$ cat config.mk
export PLATFORM = sky130hd
export DESIGN_NAME = uart_tx_buffered
export DESIGN_NICKNAME = d
export VERILOG_FILES = /design/src/rtl/uart_package.sv /design/src/rtl/uart_tx_fifo.sv /design/src/rtl/uart_tx_buffered.sv
export SDC_FILE = /design/constraint.sdc
export NUM_CORES = 1
export LEC_CHECK = 0
export ABC_AREA = 1
export CORE_UTILIZATION = 42
export DETAILED_ROUTE_END_ITERATION = 8
export PLACE_DENSITY = 0.59
export SLEW_MARGIN = 15
export SYNTH_ARGS = -nofsm -noshare
export SYNTH_HDL_FRONTEND = slang
export SYNTH_SLANG_ARGS = --single-unit
$ cat constraint.sdc
create_clock -name clk -period 6.2 [get_ports clk]
set_input_delay 0.62 -clock clk [delete_from_list [all_inputs] [get_ports clk]]
set_output_delay 0.62 -clock clk [all_outputs]
set_load 0.05 [all_outputs]
$ cat src/rtl/uart_package.sv
// Shared types and sizing helpers for the buffered UART transmitter.
// UART_TX_PARITY_EN selects whether a parity bit is part of each frame.
package uart_package;

    typedef enum logic [2:0] {
        IDLE   = 3'd0,
        START  = 3'd1,
        DATA   = 3'd2,
        PARITY = 3'd3,
        STOP   = 3'd4
    } tx_state_t;

`ifdef UART_TX_PARITY_EN
    localparam int PARITY_BITS = 1;
`else
    localparam int PARITY_BITS = 0;
`endif

    // Counter width able to hold 0..v-1, never narrower than one bit.
    function automatic int cnt_width(input int v);
        return (v <= 2) ? 1 : $clog2(v);
    endfunction

endpackage

$ cat src/rtl/uart_tx_fifo.sv
// Synchronous FIFO feeding the UART transmitter; head word is readable combinationally.
module uart_tx_fifo #(
    parameter int WIDTH = 8,
    parameter int DEPTH = 4
) (
    input  logic                     clk,
    input  logic                     reset_n,
    input  logic                     wr_en,
    input  logic [WIDTH-1:0]         wr_data,
    input  logic                     rd_en,
    output logic [WIDTH-1:0]         rd_data,
    output logic                     full,
    output logic                     empty,
    output logic [$clog2(DEPTH):0]   count
);

    localparam int AW = $clog2(DEPTH);
    localparam logic [AW-1:0] PTR_ONE = AW'(1);
    localparam logic [AW:0]   CNT_ONE = (AW + 1)'(1);
    localparam logic [AW:0]   CNT_MAX = (AW + 1)'(DEPTH);

    logic [WIDTH-1:0] mem_r [DEPTH];
    logic [AW-1:0]    wr_ptr_r;
    logic [AW-1:0]    rd_ptr_r;
    logic [AW:0]      count_r;
    logic             do_wr_s;
    logic             do_rd_s;

    assign full    = (count_r == CNT_MAX);
    assign empty   = (count_r == '0);
    assign count   = count_r;
    assign rd_data = mem_r[rd_ptr_r];
    assign do_wr_s = wr_en & ~full;
    assign do_rd_s = rd_en & ~empty;

    // Storage, pointers and occupancy; pointers wrap naturally at the power-of-two depth.
    always_ff @(posedge clk or negedge reset_n) begin
        if (!reset_n) begin
            for (int i = 0; i < DEPTH; i++) begin
                mem_r[i] <= '0;
            end
            wr_ptr_r <= '0;
            rd_ptr_r <= '0;
            count_r  <= '0;
        end else begin
            if (do_wr_s) begin
                mem_r[wr_ptr_r] <= wr_data;
                wr_ptr_r        <= wr_ptr_r + PTR_ONE;
            end
            if (do_rd_s) begin
                rd_ptr_r <= rd_ptr_r + PTR_ONE;
            end
            case ({do_wr_s, do_rd_s})
                2'b10:   count_r <= count_r + CNT_ONE;
                2'b01:   count_r <= count_r - CNT_ONE;
                default: count_r <= count_r;
            endcase
        end
    end

endmodule

$ cat src/rtl/uart_tx_buffered.sv
// Buffered UART transmitter: FIFO-fed, LSB-first, back-to-back frames without idle gap.
// Define UART_TX_PARITY_EN to insert a parity bit between data and stop bits.
module uart_tx_buffered
    import uart_package::*;
#(
    parameter int WAIT       = 100,
    parameter int DATA_BITS  = 8,
    parameter int STOP_BITS  = 1,
    parameter int FIFO_DEPTH = 4
) (
    input  logic                          clk,
    input  logic                          reset_n,
    input  logic                          in_valid,
    output logic                          in_ready,
    input  logic [DATA_BITS-1:0]          in_data,
    input  logic                          parity_odd,
    output logic                          uart_tx,
    output logic                          busy,
    output logic [$clog2(FIFO_DEPTH):0]   fifo_count
);

    localparam int BAUD_W = cnt_width(WAIT);
    localparam int BIT_W  = cnt_width((DATA_BITS > STOP_BITS) ? DATA_BITS : STOP_BITS);
    localparam logic [BAUD_W-1:0] BAUD_LAST = BAUD_W'(WAIT - 1);
    localparam logic [BAUD_W-1:0] BAUD_ONE  = BAUD_W'(1);
    localparam logic [BIT_W-1:0]  BIT_ONE   = BIT_W'(1);
    localparam logic [BIT_W-1:0]  DATA_LAST = BIT_W'(DATA_BITS - 1);
    localparam logic [BIT_W-1:0]  STOP_LAST = BIT_W'(STOP_BITS - 1);

    tx_state_t              state_r, state_s;
    logic [BAUD_W-1:0]      baud_r, baud_s;
    logic [BIT_W-1:0]       bit_r, bit_s;
    logic [DATA_BITS-1:0]   word_r;
    logic [DATA_BITS-1:0]   head_s;
    logic                   par_odd_r;
    logic                   tx_r, tx_s;
    logic                   busy_r;
    logic                   push_s, pop_s;
    logic                   full_s, empty_s;
    logic                   baud_end_s;

`ifdef UART_TX_PARITY_EN
    function automatic logic parity_bit(input logic [DATA_BITS-1:0] w, input logic odd);
        return (^w) ^ odd;
    endfunction
`else
    logic unused_parity_s;
    assign unused_parity_s = parity_odd;
`endif

    assign in_ready   = ~full_s;
    assign push_s     = in_valid & ~full_s;
    assign uart_tx    = tx_r;
    assign busy       = busy_r;
    assign baud_end_s = (baud_r == BAUD_LAST);

    uart_tx_fifo #(
        .WIDTH (DATA_BITS),
        .DEPTH (FIFO_DEPTH)
    ) u_fifo (
        .clk     (clk),
        .reset_n (reset_n),
        .wr_en   (push_s),
        .wr_data (in_data),
        .rd_en   (pop_s),
        .rd_data (head_s),
        .full    (full_s),
        .empty   (empty_s),
        .count   (fifo_count)
    );

    // Next state, counters and pop; every transition clears both counters.
    always_comb begin
        state_s = state_r;
        baud_s  = baud_r;
        bit_s   = bit_r;
        pop_s   = 1'b0;
        case (state_r)
            IDLE: begin
                if (!empty_s) begin
                    state_s = START;
                    pop_s   = 1'b1;
                    baud_s  = '0;
                    bit_s   = '0;
                end else begin
                    state_s = IDLE;
                end
            end
            START: begin
                if (baud_end_s) begin
                    state_s = DATA;
                    baud_s  = '0;
                    bit_s   = '0;
                end else begin
                    baud_s = baud_r + BAUD_ONE;
                end
            end
            DATA: begin
                if (baud_end_s && (bit_r == DATA_LAST)) begin
`ifdef UART_TX_PARITY_EN
                    state_s = PARITY;
`else
                    state_s = STOP;
`endif
                    baud_s  = '0;
                    bit_s   = '0;
                end else if (baud_end_s) begin
                    baud_s = '0;
                    bit_s  = bit_r + BIT_ONE;
                end else begin
                    baud_s = baud_r + BAUD_ONE;
                end
            end
`ifdef UART_TX_PARITY_EN
            PARITY: begin
                if (baud_end_s) begin
                    state_s = STOP;
                    baud_s  = '0;
                    bit_s   = '0;
                end else begin
                    baud_s = baud_r + BAUD_ONE;
                end
            end
`endif
            STOP: begin
                if (baud_end_s && (bit_r == STOP_LAST)) begin
                    if (!empty_s) begin
                        state_s = START;
                        pop_s   = 1'b1;
                    end else begin
                        state_s = IDLE;
                    end
                    baud_s = '0;
                    bit_s  = '0;
                end else if (baud_end_s) begin
                    baud_s = '0;
                    bit_s  = bit_r + BIT_ONE;
                end else begin
                    baud_s = baud_r + BAUD_ONE;
                end
            end
            default: begin
                state_s = IDLE;
                baud_s  = '0;
                bit_s   = '0;
            end
        endcase
    end

    // Line level for the coming cycle, derived from the next state so the pin is registered.
    always_comb begin
        tx_s = 1'b1;
        case (state_s)
            START:   tx_s = 1'b0;
            DATA:    tx_s = word_r[bit_s];
`ifdef UART_TX_PARITY_EN
            PARITY:  tx_s = parity_bit(word_r, par_odd_r);
`endif
            STOP:    tx_s = 1'b1;
            IDLE:    tx_s = 1'b1;
            default: tx_s = 1'b1;
        endcase
    end

    // State, counters, latched frame word and registered outputs.
    always_ff @(posedge clk or negedge reset_n) begin
        if (!reset_n) begin
            state_r   <= IDLE;
            baud_r    <= '0;
            bit_r     <= '0;
            word_r    <= '0;
            par_odd_r <= 1'b0;
            tx_r      <= 1'b1;
            busy_r    <= 1'b0;
        end else begin
            state_r <= state_s;
            baud_r  <= baud_s;
            bit_r   <= bit_s;
            if (pop_s) begin
                word_r    <= head_s;
                par_odd_r <= parity_odd;
            end
            tx_r   <= tx_s;
            busy_r <= (state_s != IDLE);
        end
    end

endmodule
==> results of run 1 <==
worst max-delay path by stage:
stage	startpoint	to	slack [ps]	cells after the start
CTS	baud_r[1]	u_fifo.count[2]	3740	12
floorplan	u_fifo.count[0]	u_fifo.count[2]	3700	8
finish	baud_r[1]	u_fifo.count[2]	3760	12
global placement	baud_r[1]	u_fifo.count[2]	3780	12
detailed placement	baud_r[1]	u_fifo.count[2]	3750	12
global route	u_fifo.count[0]	u_fifo.count[2]	3570	9
through the flow:
stage	cell area, sq um	setup slack (ps)	hold slack, ps
finish	3510	3760	444
global route	3510	3570	506
CTS	3510	3740	478
detailed placement	3290	3750	468
global placement	3290	3780	462
floorplan	3060	3700	324
flip-flops by register name (all words and copies together), names as in the netlist:
name             count
uart_tx              1
state_r              3
u_fifo.count         3
baud_r               7
word_r               8
busy                 1
bit_r                3
u_fifo.mem_r        32
u_fifo.rd_ptr_r      2
u_fifo.wr_ptr_r      2
worst max-delay path, cell delays in order (launching register included):
cell      delay, ps
dfrtp_1         410
ha_1            220
nand2_1          70
clkinv_1        120
nand3_4         160
inv_4            60
nand3_2          90
nand2_4         130
ha_1            270
fa_1            380
a21oi_1         130
o21ai_0         110
xor2_1          150
layout make-up:
| cell class | count | area [sq um] |
|---|---|---|
| Sequential cell | 62 | 1550 |
| Fill cell | 687 | 3400 |
| Tap cell | 96 | 120 |
| Timing Repair Buffer | 17 | 163 |
| Inverter | 42 | 160 |
| Clock inverter | 3 | 67.6 |
| Clock buffer | 13 | 149 |
| Multi-Input combinational cell | 238 | 1290 |
power breakdown:
part	leakage (nW)	total, mW	switching [mW]	internal, mW
sequential	0.781	0.585	0.0669	0.518
clock	0.104	0.384	0.146	0.238
combinational	0.767	0.313	0.191	0.122
total	1.65	1.28	0.404	0.878
per-layer routing:
layer / part of all wire / up-vias
li1: - / 1186
met1: 0.49 / 1052
met2: 0.48 / 35
met3: 0.029 / 2
met4: 0.0032 / 0
met5: 0 / -
logic make-up (layout without fill, tap and decap cells):
kind of cell             count (synthesis)  in the layout  synth area share
multiplexers                             1              1           0.00368
buffers and inverters                   52             75            0.0684
flip-flops                              62             62             0.508
AND/OR/NAND/NOR                        151            151             0.227
XOR/XNOR                                 5              5            0.0143
AO/OA/AOI/OAI                           70             70             0.131
adder cells (fa/ha/maj)                 11             11            0.0475
cell usage after synthesis (all sizes together):
library cell	n	share of area
nand2	80	0.10
dfrtp	61	0.50
o21ai	52	0.085
inv	41	0.051
nor2	39	0.054
nand3	20	0.040
ha	10	0.041
buf	8	0.014
o32ai	8	0.023
nor3	6	0.013
a21oi	5	0.0094
nand4	4	0.0082
xor2	3	0.0086
clkbuf	2	0.0025
nor3b	2	0.0065
o211ai	2	0.0049
xnor2	2	0.0057
a22oi	1	0.0041
a31oi	1	0.0020
clkinv	1	0.0012
dfstp	1	0.0086
fa	1	0.0065
mux2	1	0.0037
o21bai	1	0.0025
==> reports/metrics.sh, run 1 <==
DRT-PASS1-ITER-COUNT=4
ANTENNA_FOUND_INITIAL=0
LAYOUT-DRIVE-GT1-SHARE=0.109
FMAX_MHz=409
MAXCAPVIOLCOUNT=0
CRITICAL_PATH_REQUIRED_PS=6400
VIAS_IN_THE_FIRST_GLOBAL_ROUTE=2289
FINAL_MIN_PERIOD_OVER_CLOCK_PERIOD=0.394
TOTALWIRELENGTH_MICRONS=5710
TIMING.CLOCK.SKEW_PS=8.99
ENDPOINT_KIND='flop'
REG2REG_SETUP_SLACK_PS=3760
DETAIL_ROUTE.ITER0.VIOLATIONS=89
CTS_MAX_LEVEL=3
START_KIND='flop'
SYN_TO_FINAL_GROWTH_PCT=14.7
MOST_USED_ROUTING_LAYER='met2'
POWER-PER-CELL-AREA_nW_PER_UM2=366
REMAINING_DRC_ERRORS=0
CRITICAL_PATH.REG2REG.ENDPOINT='u_fifo.count[2]'
MET2_USAGE=0.305
CLK_TRANSITION_REPORTED_PATHS_PS=60
WL_PER_CELL_MICRONS=12.1
PLACE.DETAILED.HPWL_MICRONS=3990
SYNTH_WARNINGS=0
GRT_SETUP_UNREPAIRED='no'
ANTENNADIODECOUNT=0
VDD.IR_DROP.WORST_mV=0.179
FIN_SETUP_TNS_PS=0
FINALSETUPVIOLCOUNT=0
SYN-MEAN-INSTANCE-AREA_SQ_UM=8.68
FINALNETCOUNT=393
LAYOUT.CELLS.MOST_COMMON='nand2_1'
TRACK_USAGE=0.178
INITIAL_CORE_UTIL=0.443
POST-ROUTE-MIN-PERIOD_PS=2440
CTS_TREE='done'
CTS_REPAIR_RESIZE_COUNT=0
VIAS=2275
MOST-COMMON-LAYOUT-CELLS='nand2_1 (74), dfrtp_1 (61), o21ai_0 (50)'
FINAL_STANDARD_CELL_UTILIZATION_OF_THE_CORE=0.508
DIE_W_MICRONS=87.3
CTS_MADE_BUFFERS=9
WORST_EP_ARRIVAL_TIME_PS=2640
CTS_HOLD_REPAIR.BUFFERS=0
YOSYSUNIQUECELLTYPES=38
YS_SEQ_ELEMENTS=62
DIE_AREA_SQ_UM=7620
NUMCLOCKSINKS=62
NUMPORTBUFFERS=16
GRT_UTIL_MET3=0.0427
CLOCK_TREE.ROOT_CELL='clkbuf_8'
GRT_START_MAX_NET_PINS=63
TIMING.FINAL.MAX_SLEW_VIOLATIONS=0
FINALNONFILLERCELLS=471
ROUTABILITYCONGESTION=0.821
SYNTHESIZED_NETLIST_NET_COUNT=375
P_LEAK_nW=1.65
SYNTH_CELLS=352
GRT_PASS1_WL_MICRONS=10400
TIGHTEST_SLEW_PS=783
STATUS='complete, no violations'
HOLD_VIOL=0
FLOORPLAN.CORE_AREA_SQ_UM=6910
PLACEMENTROWS=30
PATH_CLASS='reg -> reg'
CRITICAL_PATH_PEAK_FANOUT=19
PLACEDCELLCOUNT=455
SYNTH_SEQ_AREA_SHARE=0.508
CLOCK_PATH_BUFFERS=2
ROUTE.DETAILED.VIAS_PER_INST=4.83
POSTCTSSETUPREPAIRBUFS=0
MAX_SLEW_MARGIN=0.478
TOTALPOWERFINAL_mW=1.28
INSERTION_DELAY_PS=330
BOUNDARYPINS=18
NETLIST_AREA_SQ_UM=3060
REG2REGPATHDEPTH=12
CRIT-REG2REG-LAUNCH='baud_r[1]'
ROUTE.ANTENNA.REMAINING_NETS=0
MET1_USAGE_IN_GLOBAL_ROUTING=0.222
TYPE_OF_THE_TIGHTEST_MIN_DELAY_CHECK='in -> async'
GR-TOTAL-OVERFLOW=0
FLOORPLAN.DIE.HEIGHT_MICRONS=87.3
Power figures use the tool's default switching activity.
==> inputs of run 2 (changes only) <==
Settings changed: PLACE_DENSITY 0.59 to 0.61.
Clock period 6.2 ns to 2 ns, I/O delays scaled along.
==> reports/metrics.sh, run 2 (synthesized netlist as in run 1, its figures left out) <==
CTS_TREE='done'
SEQ_AREA_SQ_UM=1560
SYN_TO_FINAL_GROWTH_PCT=24.2
REG2REG_SETUP_SLACK_PS=50
POST_DP_CELL_AREA_SQ_UM=3470
GRT_START_MAX_NET_PINS=36
ENDPOINT_KIND='flop'
INSERTION_DELAY_PS=350
FINAL_STANDARD_CELL_AREA_WITHOUT_FILLERS_SQ_UM=3800
CRITICAL_PATH.REG2REG.ENDPOINT='u_fifo.count[1]'
CRIT-REG2REG-LAUNCH='baud_r[0]'
FINALSETUPVIOLCOUNT=0
FINALNETCOUNT=420
NUMCLOCKSINKS=62
CLK_TRANSITION_REPORTED_PATHS_PS=70
MOST-COMMON-LAYOUT-CELLS='nand2_1 (70), dfrtp_1 (58), o21ai_0 (49)'
ANTENNADIODECOUNT=0
LARGEST_REG_FLOPS=32
LAYOUT.CELLS.MOST_COMMON='nand2_1'
ANTENNA_FOUND_INITIAL=0
TIGHTEST_SLEW_PS=541
MAXCAPVIOLCOUNT=0
BOUNDARYPINS=18
CTS_MAX_LEVEL=3
DETAIL_ROUTE.ITER0.VIOLATIONS=146
STATUS='complete, no violations'
CTS_MADE_BUFFERS=9
GR-TOTAL-OVERFLOW=0
MULTIINPUTGATEAREA_SQ_UM=1370
POST-ROUTE-MIN-PERIOD_PS=1950
START_KIND='flop'
MAX_SLEW_MARGIN=0.639
PATH_CLASS='reg -> reg'
VIAS_IN_THE_FIRST_GLOBAL_ROUTE=2232
REG2REGPATHDEPTH=10
LAYOUT-DRIVE-GT1-SHARE=0.216
TYPE_OF_THE_TIGHTEST_MIN_DELAY_CHECK='in -> async'
DIE_AREA_SQ_UM=7620
CP-STARTPOINT='baud_r[0]'
DIE_W_MICRONS=87.3
CRITICAL_PATH_REQUIRED_PS=2230
GRT_PASS1_WL_MICRONS=10400
WORST_SETUP_PATH_ENDPOINT='u_fifo.count[1]'
NUM-FILL-CELLS=681
NUMPORTBUFFERS=16
FIN_SETUP_TNS_PS=0
VDD.IR_DROP.WORST_mV=0.574
TIMING.FINAL.MAX_SLEW_VIOLATIONS=0
LAYOUT_TOP_REGISTERS='u_fifo.mem_r: 32 flops, word_r: 8 flops, baud_r: 7 flops'
CRITICAL_PATH_PEAK_FANOUT=3
CLOCK_PATH_BUFFERS=2
TOTALPOWERFINAL_mW=4.07
P_LEAK_nW=1.79
REMAINING_DRC_ERRORS=0
TRACK_USAGE=0.184
ROUTE.ANTENNA.REMAINING_NETS=0
FLOORPLAN.CORE_AREA_SQ_UM=6910
FMAX_MHz=514
WORST_EP_ARRIVAL_TIME_PS=2180
FLOORPLAN.DIE.HEIGHT_MICRONS=87.3
ROUTE.DETAILED.VIAS_PER_INST=4.89
WL_PER_CELL_MICRONS=12.8
CLOCK_TREE.ROOT_CELL='clkbuf_8'
ROUTABILITYCONGESTION=0.832
FINAL_STANDARD_CELL_UTILIZATION_OF_THE_CORE=0.550
TOTALWIRELENGTH_MICRONS=6360
DRT-PASS1-ITER-COUNT=4
LARGEST_REGISTER='u_fifo.mem_r'
INITIAL_CORE_UTIL=0.443
PLACEMENTROWS=30
PLACE.DETAILED.HPWL_MICRONS=4250
VIAS=2434
TIMING.CLOCK.SKEW_PS=10.5
FINAL_MIN_PERIOD_OVER_CLOCK_PERIOD=0.973
POWER-PER-CELL-AREA_nW_PER_UM2=1070
HOLD_VIOL=0
[run 2: final cells by class]
class | instances | share of cell area
clock buffer | 12 | 0.0409
clock inverter | 4 | 0.0142
inverter | 42 | 0.0428
multi-input combinational | 238 | 0.361
sequential | 62 | 0.410
tap | 96 | 0.0316
timing repair buffer | 44 | 0.0998
[run 2: worst max-delay path: stages, from the launching register on]
cell	delay, ps
dfrtp_1	350
ha_2	200
nand2_2	60
inv_4	70
nand3_4	80
inv_4	70
nand3_4	80
nand2_4	80
ha_4	150
fa_2	430
mux2_2	260
[run 2: where the power goes]
part	leakage, nW	total, mW	internal, mW	switching (mW)
Sequential	0.778	1.84	1.61	0.230
Combinational	0.911	1.07	0.453	0.620
Clock	0.0992	1.15	0.648	0.506
[run 2: what timing repair did]
action / 4_1_cts / 5_1_grt
hold buffers: 1 / 0
endpoints found under the hold margin: 55 / 0
pin swaps: 0 / 9
buffers inserted: 1 / 10
gates resized for setup: 1 / 8
setup endpoints to repair: 2 / 3
[run 2: worst min-delay path by stage]
| stage | startpoint | to | slack, ps | cells after the start |
|---|---|---|---|---|
| floorplan | reset_n | baud_r[0] | -100 | 0 |
| global route | reset_n | busy | 220 | 2 |
| global placement | reset_n | state_r[0] | 60 | 1 |
| detailed placement | reset_n | state_r[0] | 50 | 1 |
| finish | reset_n | busy | 220 | 2 |
| CTS | reset_n | busy | 210 | 2 |
[run 2: through the flow]
stage,hold slack (ps),worst slack (ps),instances
after global placement,56.6,25.4,470
final,220,53.8,498
after CTS,206,37.6,488
after detailed placement,54.9,-1.98,470
after global routing,223,-72.4,498
after floorplan,-95.6,-128,352
[run 2: routing by layer]
| layer | part of all wire | wire length, microns | up-vias | global-route usage |
|---|---|---|---|---|
| met4 | 0.017 | 109 | 0 | 0.0745 |
| met5 | 0 | 0 | - | 0 |
| met2 | 0.47 | 3000 | 37 | 0.279 |
| li1 | - | - | 1236 | - |
| met3 | 0.038 | 239 | 11 | 0.0664 |
| met1 | 0.47 | 3010 | 1150 | 0.238 |
